===== src/rtl/wasm_leb_pkg.sv =====
// wasm_leb128_decoder shared types and constants.
// Strict range checking is enabled with WASM_LEB128_STRICT_EN.
package wasm_leb_pkg;

  typedef enum logic [1:0] {
    IDLE,
    ACCUM,
    DONE
  } leb_state_t;

  typedef enum logic [1:0] {
    LEB_OK       = 2'b00,
    LEB_OVERLONG = 2'b01,
    LEB_OVERFLOW = 2'b10
  } leb_err_t;

  localparam logic [3:0] LEB_MAX32 = 4'd5;
  localparam logic [3:0] LEB_MAX64 = 4'd10;

  function automatic logic [6:0] leb_shamt(
    input logic [3:0] cnt
  );
    return {3'b000, cnt} * 7'd7;
  endfunction

endpackage


===== src/rtl/wasm_leb128_finalize.sv =====
// LEB128 finalise: sign/zero extension, truncation, range check.
// Range check only exists when WASM_LEB128_STRICT_EN is defined.
module wasm_leb128_finalize
  import wasm_leb_pkg::*;
(
  input  logic [63:0] acc,
  input  logic [3:0]  cnt,
  input  logic [6:0]  last,
  input  logic        is_signed,
  input  logic        is_64,
  output logic [63:0] value,
  output leb_err_t    err
);

  logic [6:0]  sh;
  logic [63:0] fill;
  logic [63:0] ext;

  // extend the accumulated payload and apply the width rules
  always_comb begin
    sh   = leb_shamt(cnt);
    fill = '0;
    if (is_signed && last[6] && (sh < 7'd64)) begin
      fill = ~((64'd1 << sh[5:0]) - 64'd1);
    end
    ext = acc | fill;
    if (is_64) begin
      value = ext;
    end else if (is_signed) begin
      value = {{32{ext[31]}}, ext[31:0]};
    end else begin
      value = {32'b0, ext[31:0]};
    end
    err = LEB_OK;
`ifdef WASM_LEB128_STRICT_EN
    if (cnt == (is_64 ? LEB_MAX64 : LEB_MAX32)) begin
      unique case (1'b1)
        (!is_64 && !is_signed): begin
          if (last[6:4] != 3'b000) err = LEB_OVERFLOW;
        end
        (!is_64 && is_signed): begin
          if ((last[6:3] != 4'h0) && (last[6:3] != 4'hf))
            err = LEB_OVERFLOW;
        end
        (is_64 && !is_signed): begin
          if (last[6:1] != 6'd0) err = LEB_OVERFLOW;
        end
        default: begin
          if ((last != 7'h00) && (last != 7'h7f))
            err = LEB_OVERFLOW;
        end
      endcase
    end
`endif
  end

endmodule


===== src/rtl/wasm_leb128_decoder.sv =====
// WebAssembly LEB128 immediate decoder (u32/s32/u64/s64).
// Define WASM_LEB128_STRICT_EN for value-range overflow errors.
module wasm_leb128_decoder
  import wasm_leb_pkg::*;
#(
  parameter int MAX_BYTES = 10
) (
  input  logic        clk,
  input  logic        reset,
  input  logic        start,
  input  logic        is_signed,
  input  logic        is_64,
  input  logic        in_valid,
  input  logic [7:0]  in_data,
  output logic        in_ready,
  output logic        out_valid,
  input  logic        out_ready,
  output logic [63:0] out_value,
  output logic [3:0]  out_len,
  output logic [1:0]  out_error
);

  leb_state_t  state_q, state_d;
  logic [63:0] acc_q, acc_d;
  logic [3:0]  cnt_q, cnt_d;
  logic        sgn_q, sgn_d;
  logic        w64_q, w64_d;
  logic [63:0] val_q, val_d;
  logic [3:0]  len_q, len_d;
  leb_err_t    err_q, err_d;

  logic [63:0] acc_nx;
  logic [3:0]  cnt_nx;
  logic [3:0]  limit;
  logic [63:0] fin_val;
  leb_err_t    fin_err;

  assign acc_nx = acc_q
    | ({57'd0, in_data[6:0]} << leb_shamt(cnt_q));
  assign cnt_nx = cnt_q + 4'd1;
  assign limit  = w64_q ? 4'(MAX_BYTES) : LEB_MAX32;

  wasm_leb128_finalize u_fin (
    .acc       (acc_nx),
    .cnt       (cnt_nx),
    .last      (in_data[6:0]),
    .is_signed (sgn_q),
    .is_64     (w64_q),
    .value     (fin_val),
    .err       (fin_err)
  );

  // next-state, accumulation and result capture
  always_comb begin
    state_d = state_q;
    acc_d   = acc_q;
    cnt_d   = cnt_q;
    sgn_d   = sgn_q;
    w64_d   = w64_q;
    val_d   = val_q;
    len_d   = len_q;
    err_d   = err_q;
    unique case (state_q)
      IDLE: begin
        if (start) begin
          sgn_d   = is_signed;
          w64_d   = is_64;
          acc_d   = '0;
          cnt_d   = '0;
          state_d = ACCUM;
        end
      end
      ACCUM: begin
        if (in_valid) begin
          acc_d = acc_nx;
          cnt_d = cnt_nx;
          if (!in_data[7]) begin
            state_d = DONE;
            len_d   = cnt_nx;
            err_d   = fin_err;
            val_d   = (fin_err == LEB_OK) ? fin_val : '0;
          end else if (cnt_nx == limit) begin
            state_d = DONE;
            len_d   = limit;
            err_d   = LEB_OVERLONG;
            val_d   = '0;
          end
        end
      end
      DONE: begin
        if (out_ready) state_d = IDLE;
      end
      default: state_d = IDLE;
    endcase
  end

  // state and datapath registers
  always_ff @(posedge clk or negedge reset) begin
    if (!reset) begin
      state_q <= IDLE;
      acc_q   <= '0;
      cnt_q   <= '0;
      sgn_q   <= 1'b0;
      w64_q   <= 1'b0;
      val_q   <= '0;
      len_q   <= '0;
      err_q   <= LEB_OK;
    end else begin
      state_q <= state_d;
      acc_q   <= acc_d;
      cnt_q   <= cnt_d;
      sgn_q   <= sgn_d;
      w64_q   <= w64_d;
      val_q   <= val_d;
      len_q   <= len_d;
      err_q   <= err_d;
    end
  end

  assign in_ready  = (state_q == ACCUM);
  assign out_valid = (state_q == DONE);
  assign out_value = val_q;
  assign out_len   = len_q;
  assign out_error = err_q;

endmodule


===== config.mk =====
export PLATFORM = sky130hd
export DESIGN_NAME = wasm_leb128_decoder
export DESIGN_NICKNAME = d
export VERILOG_FILES = /design/src/rtl/wasm_leb_pkg.sv /design/src/rtl/wasm_leb128_finalize.sv /design/src/rtl/wasm_leb128_decoder.sv
export SDC_FILE = /design/constraint.sdc
export NUM_CORES = 1
export LEC_CHECK = 0
export CAP_MARGIN = 10
export CORE_AREA = 2 2 118 143
export CTS_CLUSTER_SIZE = 28
export DETAILED_ROUTE_END_ITERATION = 7
export DIE_AREA = 0 0 120 145
export PLACE_DENSITY_LB_ADDON = 0.25
export SETUP_SLACK_MARGIN = 0.05
export SKIP_LAST_GASP = 1
export SYNTH_ARGS = -nofsm -noshare
export SYNTH_HDL_FRONTEND = slang
export SYNTH_SLANG_ARGS = --single-unit

===== constraint.sdc =====
create_clock -name clk -period 6.5 [get_ports clk]
set_input_delay 0.975 -clock clk [delete_from_list [all_inputs] [get_ports clk]]
set_output_delay 0.975 -clock clk [all_outputs]
set_load 0.05 [all_outputs]

==> reports/summary.log <==
INFO  cts            root_buffer=sky130_fd_sc_hd__clkbuf_16
INFO  place          detailedPlacementHpwl=25.1mm
INFO  timing         timing.max_slew.rel_slack=21.5%
INFO  drt            avgViaCountPerCell=6.96
INFO  cts            tritoncts.num_buffers=17
INFO  cts            cts_hold_buf=0
INFO  timing         final_max_slew_viol_count=0
INFO  drt            wl_met1=13.8mm
INFO  floorplan      die_w=120µm
INFO  cts            max-clock-path-buffers=2
INFO  setup_path     path_max_fanout=19
INFO  cells_and_area final_cell_count_no_fill=1297
INFO  timing         post_route_minimum_period=5.68ns
INFO  setup_path     highest_delay_cell_along_the_critical_path=sky130_fd_sc_hd__dfrtp_1
INFO  cts            tritoncts=done
INFO  setup_path     path_delay_family=adder cells
INFO  logic_synthesis synth_cells=1015
INFO  global_route   grt.total_usage=41.0%
INFO  drt            dr_wl_met3=4.05mm
INFO  logic_synthesis syn_nets=1046
INFO  min_path       holdCritPathClass=register to register
INFO  cts            clock_insertion_delay_worst_skew=0.44ns
INFO  logic_synthesis yosys.cell_types.count=80
INFO  logic_synthesis post_synth_instance_area=8700µm²
INFO  floorplan      core.rowCount=51
INFO  timing         timing.clock.skew=0.0105ns
INFO  cells_and_area drive_above_1_share=9.77%
INFO  drt            met2_wirelength_from_detailed_routing=15.6mm
INFO  floorplan      total_die_area=17400µm²
INFO  logic_synthesis synth_edf_count=0
INFO  cts            clock-sinks=141
INFO  floorplan      core_region_area=16000µm²
INFO  status         status=finished clean
INFO  setup_path     worst-setup-path-type=register to register
INFO  setup_path     timing.critical_path.required=6.82ns
INFO  logic_synthesis yosysMostFrequentCell=sky130_fd_sc_hd__dfrtp_1
INFO  logic_synthesis netlist.top_cell.by_area=sky130_fd_sc_hd__dfrtp_1
INFO  logic_synthesis ys_top_cells_by_area=sky130_fd_sc_hd__dfrtp_1 41%, sky130_fd_sc_hd__a21oi_1 5.9%, sky130_fd_sc_hd__nor2_1 5.3%
INFO  cells_and_area seqCellArea=3530µm²
INFO  drt            routed_length_per_instance=27.4µm
INFO  floorplan      die_height=145µm
INFO  logic_synthesis ys_top_cells_by_count=141 x sky130_fd_sc_hd__dfrtp_1, 122 x sky130_fd_sc_hd__nor2_1, 102 x sky130_fd_sc_hd__a21oi_1, 92 x sky130_fd_sc_hd__nand2_1, 74 x sky130_fd_sc_hd__o21ai_0
INFO  logic_synthesis synth_seq_cells=141
INFO  cells_and_area multi_input_comb_area=4770µm²
INFO  global_route   first_pass_grt_wire_length=53.7mm
INFO  timing         timing_hold_violations_final=0
INFO  floorplan      design.portCount=87
INFO  place          post_dp_cell_area=9770µm²
INFO  setup_path     cp.arrival=5.99ns
INFO  global_route   first_global_vias=8601
INFO  setup_path     worst_path_largest_cell_delay=0.76ns
INFO  cts            post_cts.resized_instances=0
INFO  setup_path     cp-end-kind=register
INFO  logic_synthesis average_instance_area_after_synthesis=8.57µm²
INFO  drt            route.top_layer_used=met5
INFO  timing         fmax=176MHz
INFO  timing         post-route-period-util=87.3%
INFO  setup_path     critical_path.cell_chain=inv_1 > ha_1 > xnor2_1 > xnor2_1 > ha_1 > fa_1 > xor2_1 > buf_4 > nand2b_1 > nor2_1 > buf_4 > nand2_1 > ha_1 > inv_1 > nor3_1 > o32ai_2 > buf_4 > or2_2 > o211ai_1 > nand3_1 > a22o_1
INFO  place          globalplace.congestion=1.04
INFO  drt            drt_drc_violations_left=0
INFO  timing         grt_setup_unrepaired=no
INFO  place          quantity_of_i_o_buffers_inserted_on_ports=85
INFO  logic_synthesis async_reset_ff_share=100%
INFO  global_route   antenna_violations_before_repair=1
INFO  cells_and_area area_delta_synth_final=19.4%
INFO  cells_and_area n_antenna_cell=0
INFO  global_route   maximum_number_of_pins_on_one_net_before_global_route_repair=96
INFO  logic_synthesis yosysWarningCount=0
INFO  cts            cts_post_setup_buffers_inserted=0
INFO  drt            totalWireLength=35.5mm
INFO  global_route   globalRoute.totalOverflow=0
INFO  flow_run       timing.max_cap.violations=0
INFO  drt            drtAntennaViolNets=0
INFO  cells_and_area fillerInstances=1349
INFO  drt            route.vias.total=9027
INFO  setup_path     critical_path.startpoint_type=register
INFO  floorplan      initial_utilization=54.3%
INFO  timing         final.setup.tns=0ns
INFO  logic_synthesis netlist.area_leader.share=40.5%
INFO  drt            drtPass1Iterations=7
INFO  cells_and_area nets=1104
INFO  cts            clkSlewWorstSetupHoldPaths=0.07ns
INFO  logic_synthesis ys_seq_area_share=40.5%
INFO  logic_synthesis ys.flop_type=sky130_fd_sc_hd__dfrtp_1
INFO  cells_and_area finish.instance_area=10400µm²
INFO  timing         worst_slew_pin_slew=1.17ns
INFO  cts            h-tree-depth=4
INFO  place          dp.cells=1266
INFO  drt            drt_iter0_drc=1314
INFO  timing         final-setup-viol-count=0
INFO  setup_path     cp.buffers_inverters=5
-- cell usage in the layout, fill, tap and decap left out, drive strengths merged, types with 16 or more instances in the layout --
cell type / n
dfrtp: 141
nor2: 125
a21oi: 103
nand2: 94
clkdlybuf4s50: 84
o21ai: 81
buf: 39
nor3: 30
inv: 26
xnor2: 21
a22o: 19
a221oi: 19
nand3: 18
nor2b: 18
a211oi: 18
clkbuf: 17
and2: 16
-- cells by family after synthesis --
logic type      share of synthesized area, %
compound gates                          28.2
simple gates                            19.2
flops                                   40.5
buf+inv                                 5.02
xor+xnor                                3.12
fa+ha+maj                               2.56
mux                                     1.34
other cells                           0.0431
-- area by class of cell --
type / count / area share [%]
inverter: 18 / 0.650
tap: 212 / 2.55
clock buffer: 17 / 4.09
multi-input combinational: 772 / 45.9
sequential: 141 / 34.0
clock inverter: 14 / 1.90
timing repair buffer: 123 / 10.9
-- flip-flops by register name (all words and copies together), names as in the netlist --
signal     flops
out_error      1
acc_q         64
state_q        2
out_value     64
w64_q          1
sgn_q          1
cnt_q          4
out_len        4
-- metrics by stage --
step	util [%]	setup WS, ns	hold slack [ns]
after floorplan	-	1.49	0.454
after global placement	61.0	1.06	0.461
after detailed placement	61.0	0.984	0.465
after CTS	64.9	0.947	0.480
after global routing	64.9	0.424	0.498
final	64.9	0.825	0.474
-- final timing paths --
kind / startpoint / endpoint / slack, ns / cells past startpoint
worst max-delay path: cnt_q[0]$_DFFE_PN0P_ / out_value[50]$_DFFE_PN0P_ / 0.82 / 21
worst min-delay path: out_value[63]$_DFFE_PN0P_ / out_value[63]$_DFFE_PN0P_ / 0.47 / 2
worst max register to register: cnt_q[0]$_DFFE_PN0P_ / out_value[50]$_DFFE_PN0P_ / 0.82 / 21
worst min register to register: out_value[63]$_DFFE_PN0P_ / out_value[63]$_DFFE_PN0P_ / 0.47 / 2
max in group asynchronous: reset / out_value[13]$_DFFE_PN0P_ / 4.66 / 2
min in group asynchronous: reset / acc_q[41]$_DFFE_PN0P_ / 0.61 / 1
-- layer usage --
metal	global-route usage [%]	up-vias
met1	55.9	4389
li1	-	3833
met3	11.2	135
met5	0	-
met2	60.3	668
met4	19.8	2
-- worst reg2reg max path, delay by kind of cell (launching register included) --
family                   cells  cell delay (ns)
AO/OA/AOI/OAI                3             0.70
XOR/XNOR                     3             0.55
adder cells (fa/ha/maj)      4             1.34
buffers and inverters        5             0.97
flip-flops                   1             0.76
AND/OR/NAND/NOR              6             1.24
Power is left out: the tool's default activity adds up to more than one toggle a clock period on the data nets, which glitch-free logic cannot reach.
